[src/rtl/gray_pkg.sv]
// gray_pkg: shared state type and Gray-code helpers for the Gray count receiver
package gray_pkg;

   typedef enum logic {ACQUIRE, TRACK} state_t;

   function automatic logic [31:0] gray2bin(input logic [31:0] g);
      logic [31:0] b;
      for (int i = 0; i < 32; i++) b[i] = ^(g >> i);
      return b;
   endfunction

   function automatic logic [5:0] bit_changes(input logic [31:0] a, input logic [31:0] c);
      logic [31:0] x;
      logic [5:0]  n;
      x = a ^ c;
      n = '0;
      for (int i = 0; i < 32; i++) n = n + 6'(x[i]);
      return n;
   endfunction

endpackage

[src/rtl/gray_sync.sv]
// gray_sync: multi-flop synchroniser for a Gray-coded bus crossing into clk
module gray_sync #(
   parameter int WIDTH       = 4,
   parameter int SYNC_STAGES = 2
)(
   input  logic             clk,
   input  logic             reset_n,
   input  logic [WIDTH-1:0] d,
   output logic [WIDTH-1:0] q
);

   (* ASYNC_REG = "TRUE" *) logic [SYNC_STAGES-1:0][WIDTH-1:0] r;

   // shift the asynchronous bus through the flop chain
   always_ff @(posedge clk or negedge reset_n)
      if (!reset_n) r <= '0;
      else          r <= {r[SYNC_STAGES-2:0], d};

   assign q = r[SYNC_STAGES-1];

endmodule

[src/rtl/gray_count_rx.sv]
// gray_count_rx: tracks position and direction from a synchronised Gray count, flagging multi-bit jumps
module gray_count_rx
   import gray_pkg::*;
#(
   parameter int WIDTH       = 4,
   parameter int POS_WIDTH   = 16,
   parameter int SYNC_STAGES = 2,
   parameter int LOCK_CYCLES = 4
)(
   input  logic                 clk,
   input  logic                 reset_n,
   input  logic [WIDTH-1:0]     gray_in,
   input  logic                 clear,
   output logic [WIDTH-1:0]     bin_out,
   output logic                 step_valid,
   output logic                 step_dir,
   output logic [POS_WIDTH-1:0] position,
   output logic                 err,
   output logic [7:0]           err_count,
   output logic                 locked
);

   state_t                 state, state_nx;
   logic [WIDTH-1:0]       s, b, prev, cand, cand_nx, delta;
   logic [3:0]             cnt, cnt_nx;
   logic [SYNC_STAGES-1:0] fill;
   logic [5:0]             n_chg;
   logic                   take, step_nx, err_nx, dir_nx, lock_nx;

   gray_sync #(.WIDTH(WIDTH), .SYNC_STAGES(SYNC_STAGES)) u_sync (
      .clk     (clk),
      .reset_n (reset_n),
      .d       (gray_in),
      .q       (s)
   );

   assign b     = WIDTH'(gray2bin(32'(s)));
   assign n_chg = bit_changes(32'(s), 32'(prev));
   assign delta = b - bin_out;

   // acquire/track decision; lock counting waits until the sync chain holds real samples
   always_comb begin
      state_nx = state;
      cand_nx  = cand;
      cnt_nx   = cnt;
      take     = 1'b0;
      step_nx  = 1'b0;
      err_nx   = 1'b0;
      dir_nx   = step_dir;
      lock_nx  = locked;
      if (state == ACQUIRE) begin
         if (fill[SYNC_STAGES-1]) begin
            cnt_nx  = (s == cand) ? cnt + 4'd1 : 4'd1;
            cand_nx = s;
            if (cnt_nx >= 4'(LOCK_CYCLES)) begin
               take     = 1'b1;
               lock_nx  = 1'b1;
               state_nx = TRACK;
            end
         end
      end else if (n_chg == 6'd1) begin
         take    = 1'b1;
         step_nx = 1'b1;
         dir_nx  = (delta == WIDTH'(1));
      end else if (n_chg > 6'd1) begin
         err_nx   = 1'b1;
         lock_nx  = 1'b0;
         state_nx = ACQUIRE;
         cand_nx  = s;
         cnt_nx   = 4'd1;
      end
   end

   // register FSM, tracked sample, pulses and the clearable accumulators
   always_ff @(posedge clk or negedge reset_n)
      if (!reset_n) begin
         state      <= ACQUIRE;
         cand       <= '0;
         cnt        <= '0;
         fill       <= '0;
         prev       <= '0;
         bin_out    <= '0;
         step_valid <= 1'b0;
         step_dir   <= 1'b0;
         err        <= 1'b0;
         locked     <= 1'b0;
         position   <= '0;
         err_count  <= '0;
      end else begin
         state      <= state_nx;
         cand       <= cand_nx;
         cnt        <= cnt_nx;
         fill       <= {fill[SYNC_STAGES-2:0], 1'b1};
         if (take) begin
            prev    <= s;
            bin_out <= b;
         end
         step_valid <= step_nx;
         step_dir   <= dir_nx;
         err        <= err_nx;
         locked     <= lock_nx;
         position   <= clear ? '0 :
                       step_nx ? (dir_nx ? position + POS_WIDTH'(1) : position - POS_WIDTH'(1)) :
                       position;
         err_count  <= clear ? '0 :
                       (err_nx && err_count != 8'hFF) ? err_count + 8'd1 : err_count;
      end

endmodule

[config.mk]
export PLATFORM = sky130hd
export DESIGN_NAME = gray_count_rx
export DESIGN_NICKNAME = d
export VERILOG_FILES = /design/src/rtl/gray_pkg.sv /design/src/rtl/gray_sync.sv /design/src/rtl/gray_count_rx.sv
export SDC_FILE = /design/constraint.sdc
export NUM_CORES = 1
export LEC_CHECK = 0
export BUFFER_PORTS_ARGS = -buffer_cell sky130_fd_sc_hd__buf_2
export CORE_UTILIZATION = 50
export DETAILED_ROUTE_END_ITERATION = 12
export PLACE_DENSITY = 0.81
export SYNTH_ARGS = -nofsm -noshare
export SYNTH_HDL_FRONTEND = slang
export SYNTH_SLANG_ARGS = --single-unit
[constraint.sdc]
create_clock -name clk -period 8.72 [get_ports clk]
set_input_delay 0.872 -clock clk [delete_from_list [all_inputs] [get_ports clk]]
set_output_delay 0.872 -clock clk [all_outputs]
set_load 0.005 [all_outputs]
==> summary.md, run 1 <==
| Metric | Value |
|---|---|
| Status | completed |
| Non-Filler Instances | 416 |
| Asr flop ratio synth | 100% |
| Final ANT Viol Nets | 0 |
| Clk_lat worst skew | around 0.31 ns |
| RSZ-0062 raised after global routing | no |
| Max Cap Violations | 0 |
| Vias in the first global route | 2173 |
| R2r setup slk | 2.77 ns |
| Setup slack after layout | 2.77 ns |
| Cts repair resizes | 0 |
| Placed insts | 409 |
| Top cells by count, synth | dfrtp_1 (54), nand2_1 (32), nor2_1 (31), ha_1 (23), xor2_1 (18) |
| Leading area contributor after synthesis | dfrtp_1 |
| Share of layout cells above drive strength 1 | 18.2% |
| Register share of total power | 51.4% |
| Register area | around 0.0014 mm2 |
| Final Max Tran Viols | 0 |
| Die area | 0.00648 mm2 |
| Tcrit/Tclk final | between 60% and 70% |
| CTS tree | yes |
| Count leader, synth | dfrtp_1 |
| Layout Area Growth over Synthesis | 11.7% |
| Critical Path Slowest Stage Cell | inv_1 |
| Synth Flop Type | dfrtp_1 |
| Hold WS | about 0.35 ns |
| Worst endpoint data arrival time | about 6.2 ns |
| Comb pwr share | 17.1% |
| Die width | around 80 um |
| Setup TNS | 0 ns |
| Fmax | approximately 170 MHz |
| Clock-pin slew on the worst setup and hold paths | 0.10 ns |
| Syn_nets | between 300 and 400 |
| Layout net count | 374 |
| Drt total wl | 5.74 mm |
| Min-Delay Startpoint | u_sync.r[1] |
| IO buf count | 38 |
| Worst-path maximum fanout | 24 |
| Setup CP Type | reg2reg |
| Syn avg cell area | 10.1 um2 |
| Die Y | 80.5 um |
| Static Leak | between 1.5 and 2 nW |
| Initial core utilization | 52.0% |
| Seq cells post-synth | 54 |
| Grt total ovfl | 0 |
| Placed inst area | between 0.003 and 0.004 mm2 |
| Post-route cell area | 0.00344 mm2 |
| WL per Instance | 13.8 um |
| Pre-CTS setup slack | 2.81 ns |
| Vias per cell | between 5 and 6 |
| Sw frac | between 20% and 30% |
| H-Tree Depth | 2 |
| Clock Sinks | 54 |
| Hold EP | u_sync.q[1] |
| CP cell instances | xor2_1 -> fa_1 -> ha_1 -> inv_1 -> ha_1 -> nor3b_1 -> nand2_1 -> inv_1 -> nand4b_1 -> nor2_1 -> a21o_1 -> inv_1 -> ha_1 -> a211oi_2 -> o21bai_1 -> a21oi_2 -> o221a_4 -> a31oi_1 -> mux2_4 -> mux2_4 |
| Final hold violation count | 0 |
| Syn Inst Count | 304 |
| Number of synthesized flops with an enable pin | 0 |
| Max incr delay on CP | 0.58 ns |
| Clock Path Buffers | 2 |
| Clock skew | between 0.01 and 0.015 ns |
| 1st-pass router iterations | 4 |
| Hold depth | 0 |
| Initial antenna violation count | 0 |
| Pin count of the biggest net entering global routing | 55 |
| CORE AREA | 0.00592 mm2 |
| CP Launch Type | flop |
| Worst-Margin Slew | 0.925 ns |
| Initial DRC Count | between 90 and 100 |
| Synth top area share | roughly 44% |
| Setup bufs post-CTS | 0 |
| Max-slew headroom | a little over a third |
| Peak VDD IR | ~0.000084 V |
| Number of fill cells in the layout | 502 |
| Internal | 387 uW |
| Cells taking the most area after synthesis | dfrtp_1 (44%), ha_1 (9.3%), xor2_1 (5.1%) |
| Multi-input logic area | 0.00165 mm2 |
| First-pass GRT wire length | between 9 and 10 mm |
| Final core occ | 58.1% |
| Power density over the cells | ~150 mW/mm2 |
| Cts hold-fix bufs | 0 |
| Hold Path Class | reg2reg |
| GRT Resource Usage Total | 19.6% |
| Syn Std Cell Area | 0.00308 mm2 |
| Seq/Total Area, Yosys | 43.9% |
| Minimum clock period | ~6.0 ns |
| GP Congestion | 0.864 |
| Num CTS Buffers | 5 |
| Site Rows | 28 |
| Clk root buf | clkbuf_8 |
| Antenna fix cells | 0 |
| IO Count | 39 |
| Reg-to-Reg End | position[15] |
| Critical path required time | 8.92 ns |
| Reg2reg start | u_sync.q[3] |
| Synth warn | 0 |
| Worst-case reg-to-reg path depth | 20 |
| Routed vias | 2258 |
| Sw power | 141 uW |
| # setup viols final | 0 |
| DRC viols | 0 |
| DPL Wire Length | 4.16 mm |
| Power Total | between 500 and 600 uW |
| Synth cell types | 45 |
| Critical path endpoint category | flop |
| Power share of the clock group | between 30% and 40% |
metal layers:
metal	global-route usage, %	share of wire (%)	vias up
li1	-	-	1123
met4	8.21	1.6	0
met2	31.8	47	38
met3	3.98	3.9	9
met1	25.4	48	1088
met5	0	0	-
worst max path at each step:
stage / startpoint / to / slack (ns) / cells past startpoint
after global placement: u_sync.q[3] / position[15] / 3.07 / 20
final: u_sync.q[3] / position[15] / 2.77 / 20
after floorplan: u_sync.q[3] / position[15] / 4.10 / 20
after detailed placement: u_sync.q[3] / position[15] / 2.81 / 20
after global routing: u_sync.q[3] / position[15] / 2.39 / 20
after CTS: u_sync.q[3] / position[15] / 2.78 / 20
flip-flops by register name, summed over array words and instances (netlist names):
| register | flops |
|---|---|
| cand | 4 |
| position | 16 |
| fill | 2 |
| cnt | 4 |
| err_count | 8 |
| bin_out | 4 |
| err | 1 |
| locked | 1 |
| u_sync.q | 4 |
| step_dir | 1 |
| u_sync.r | 4 |
| state | 1 |
| step_valid | 1 |
| prev | 3 |
worst max-delay path, delay by kind of cell, from the launching register on:
family          cells  cell delay, ns
compound gates      6            1.11
xor+xnor            1            0.27
fa+ha+maj           4            1.32
buf+inv             3            0.92
flops               1            0.46
mux                 2            0.61
simple gates        4            1.16
power by group through the flow:
stage                     Clock [mW]  Sequential [mW]  Combinational, mW
final                          0.166            0.271             0.0901
after floorplan                    0            0.275             0.0651
after CTS                      0.172            0.272             0.0920
after detailed placement           0            0.277             0.0914
after global placement             0            0.276             0.0880
after global routing           0.179            0.273              0.104
area by class of cell:
type	count	share of cell area, %
tap	75	2.73
clock buffer	5	2.00
inverter	12	1.31
clock inverter	2	1.13
multi-input combinational	229	47.8
timing repair buffer	39	5.75
sequential	54	39.3
logic make-up (layout without fill, tap and decap cells):
| kind of cell | Yosys count | count (layout) | share of synthesized area (%) |
|---|---|---|---|
| compound gates | 59 | 59 | 13.1 |
| fa+ha+maj | 26 | 26 | 11.3 |
| mux | 15 | 15 | 5.57 |
| simple gates | 98 | 98 | 14.8 |
| flops | 54 | 54 | 43.9 |
| xor+xnor | 30 | 30 | 8.53 |
| other cells | 1 | 1 | 0.122 |
| buf+inv | 21 | 58 | 2.68 |
cell usage in the layout, fill, tap and decap left out, types with 3 or more instances in the layout:
cell,n
a21o_1,4
a21oi_1,15
nor3_1,3
nor4b_1,3
nor2_1,31
clkbuf_8,5
and3_1,6
nand2_1,32
a211oi_1,3
xor2_1,18
fa_1,3
nor2b_1,5
buf_2,38
mux2i_1,4
o21ai_0,13
a21oi_2,3
dfrtp_1,54
a31oi_1,3
ha_1,23
mux2_2,7
xnor2_1,12
inv_1,12
nand3_1,6
nand2b_1,4
nand4_1,4
o21ai_1,3
Note: power is estimated with default switching activity, not from simulation.
==> run 2: changes to the inputs <==
==> constraint.sdc (replaced) <==
create_clock -name clk -period 5.6 [get_ports clk]
set_input_delay 0.56 -clock clk [delete_from_list [all_inputs] [get_ports clk]]
set_output_delay 0.56 -clock clk [all_outputs]
set_load 0.005 [all_outputs]
==> run 2 against run 1 <==
  * Via count up 1.6%
  * Clock skew fell by 0.0012 ns
  * Critical path depth up 1
  * Setup slack lost 2.2 ns
  * Combinational power up 60%
==> summary.md, run 2 (synthesized netlist as in run 1, its figures left out) <==
| Metric | Value |
|---|---|
| First-pass GRT wire length | 10.4 mm (+7.5%) |
| Vias in the first global route | 2238 (+3.0%) |
| Initial core utilization | 52.0% (unchanged) |
| Share of layout cells above drive strength 1 | 19.1% (+0.95 points) |
| RSZ-0062 raised after global routing | no |
| Hold depth | 1 (+1) |
| Antenna fix cells | 0 (unchanged) |
| Final hold violation count | 0 (unchanged) |
| Worst-Margin Slew | 0.677 ns (-0.247 ns) |
| Vias per cell | 5.46 (+0.67%) |
| Minimum clock period | 5.05 ns (-0.901 ns) |
| Setup TNS | 0 ns (unchanged) |
| Cts repair resizes | 0 (unchanged) |
| IO buf count | 38 (unchanged) |
| Pin count of the biggest net entering global routing | 55 (unchanged) |
| R2r setup slk | 0.55 ns (-2.22 ns) |
| Tcrit/Tclk final | 90.2% (+22 points) |
| Commonest non-fill, non-tap cells in the layout | dfrtp_1 (54), buf_2 (38), nand2_1 (32) |
| Max Cap Violations | 0 (unchanged) |
| Pre-CTS setup slack | 0.561 ns (-2.25 ns) |
| Die Y | 80.5 um (unchanged) |
| Drt total wl | 6.22 mm (+8.4%) |
| Critical Path Slowest Stage Cell | dfrtp_1 |
| # setup viols final | 0 (unchanged) |
| Worst endpoint data arrival time | 5.26 ns (-0.90 ns) |
| WL per Instance | 14.8 um (+7.4%) |
| CP cell instances | xor2_1 -> fa_1 -> ha_1 -> inv_1 -> ha_1 -> nor3b_1 -> nand2_1 -> inv_1 -> buf_4 -> nand4b_1 -> nor2_1 -> a21o_1 -> inv_1 -> ha_1 -> a211oi_2 -> o21bai_1 -> a21oi_2 -> o221a_4 -> a31oi_1 -> mux2_4 -> mux2_4 |
| GRT Resource Usage Total | 21.0% (+1.4 points) |
| Most common library cell in the layout ignoring fill and taps | dfrtp_1 |
| IO Count | 39 (unchanged) |
| Max incr delay on CP | 0.46 ns (-0.12 ns) |
| H-Tree Depth | 2 (unchanged) |
| Status | completed |
| Setup bufs post-CTS | 0 (unchanged) |
| Clock Sinks | 54 (unchanged) |
| Hold WS | 0.341 ns (-0.00471 ns) |
| Critical path endpoint category | flop |
| Final Max Tran Viols | 0 (unchanged) |
| Worst-case reg-to-reg path depth | 21 (+5.0%) |
| Num CTS Buffers | 5 (unchanged) |
| Setup slack after layout | 0.548 ns (-2.22 ns) |
| Fmax | 198 MHz (+18%) |
| Biggest register | position |
| Clock skew | 0.00937 ns (-0.00121 ns) |
| 1st-pass router iterations | 4 (unchanged) |
| Grt total ovfl | 0 (unchanged) |
| Power density over the cells | 234 mW/mm2 (+52%) |
| Die width | 80.5 um (unchanged) |
| Worst-path maximum fanout | 14 (-42%) |
| Layout Area Growth over Synthesis | 12.2% |
| Hold EP | u_sync.r[2] |
| Hold Path Class | in2reg |
| Static Leak | 1.73 nW (+0.68%) |
| Crit path buf inv count | 4 (+1) |
| CORE AREA | 0.00592 mm2 (unchanged) |
| CTS tree | yes |
| Initial antenna violation count | 0 (unchanged) |
| DRC viols | 0 (unchanged) |
| Top Registers | position x16, err_count x8 |
| Min-Delay Startpoint | gray_in[2] |
| DPL Wire Length | 4.44 mm (+6.8%) |
| Initial DRC Count | 130 (+37%) |
| Setup CP Type | reg2reg |
| Die area | 0.00648 mm2 (unchanged) |
| Final ANT Viol Nets | 0 (unchanged) |
| Critical path required time | 5.81 ns (-3.11 ns) |
| Clock-pin slew on the worst setup and hold paths | 0.11 ns (about the same) |
| Reg-to-Reg End | position[15] |
| Reg2reg start | u_sync.q[3] |
| Peak VDD IR | 0.000128 V (+52%) |
| Clk root buf | clkbuf_8 |
| CP Launch Type | flop |
| Max-slew headroom | 54.8% (+18 points) |
| GP Congestion | 0.870 (+0.79%) |
| Cts hold-fix bufs | 0 (unchanged) |
| Clk_lat worst skew | 0.31 ns (about the same) |
| Site Rows | 28 (unchanged) |
| Clock Path Buffers | 2 (unchanged) |
| CP startpoint | u_sync.q[3] |
| Layout net count | 377 (+0.80%) |
| Max reg flops | 16 (unchanged) |
| Delay-heaviest family, CP | adder cells |
| Routed vias | 2295 (+1.6%) |
run 2: cell count changes in the layout (fill, tap and decap cells not counted), sizes merged:
cell,delta
buf,+3
bufinv,-1
clkinv,+1
clkbuf,+1
run 2: how the worst max path moves through the flow:
stage              endpoint  slack [ns]  cells past startpoint
6_report       position[15]        0.55                     21
5_1_grt        position[15]        0.12                     21
4_1_cts        position[15]        0.53                     21
3_5_place_dp   position[15]        0.56                     21
2_1_floorplan  position[15]        0.98                     20
3_3_place_gp   position[15]        0.70                     21
run 2: worst register-to-register path: stages (launching register included):
cell,delay (ns)
dfrtp_1,0.46
xor2_1,0.27
fa_1,0.46
ha_1,0.22
inv_1,0.08
ha_1,0.22
nor3b_1,0.25
nand2_1,0.11
inv_1,0.06
buf_4,0.18
nand4b_1,0.11
nor2_1,0.19
a21o_1,0.16
inv_1,0.25
ha_1,0.39
a211oi_2,0.24
o21bai_1,0.12
a21oi_2,0.24
o221a_4,0.23
a31oi_1,0.10
mux2_4,0.31
mux2_4,0.29
run 2: layout make-up:
type	instances	area [um2]
fill	513	2460
multi-input combinational	229	1650
sequential	54	1350
timing repair buffer	42	220
tap	75	93.8
clock buffer	6	82.6
inverter	12	45.0
clock inverter	2	17.5
run 2: through the flow:
| stage | cells | util, % | instance area (um2) | power (mW) |
|---|---|---|---|---|
| after global placement | 412 | 56.7 | 3360 | 0.569 |
| after detailed placement | 412 | 56.7 | 3360 | 0.576 |
| after CTS | 420 | 58.4 | 3460 | 0.814 |
| after floorplan | 304 | - | 3080 | 0.530 |
| after global routing | 420 | 58.4 | 3460 | 0.851 |
| final | 420 | 58.4 | 3460 | 0.808 |
run 2: power breakdown:
part	total, mW	switching (mW)	internal [mW]
Combinational	0.144	0.0809	0.0635
Clock	0.240	0.138	0.102
Sequential	0.424	0.0156	0.408
run 2: per-layer routing:
metal / routed length [um] / up-vias / track usage, % / part of all wire (%)
li1: - / 1130 / - / -
met1: 2850 / 1110 / 27.4 / 46
met2: 3030 / 46 / 35.2 / 49
met3: 246 / 9 / 3.86 / 4.0
met4: 88 / 0 / 6.61 / 1.4
met5: 0 / - / 0 / 0
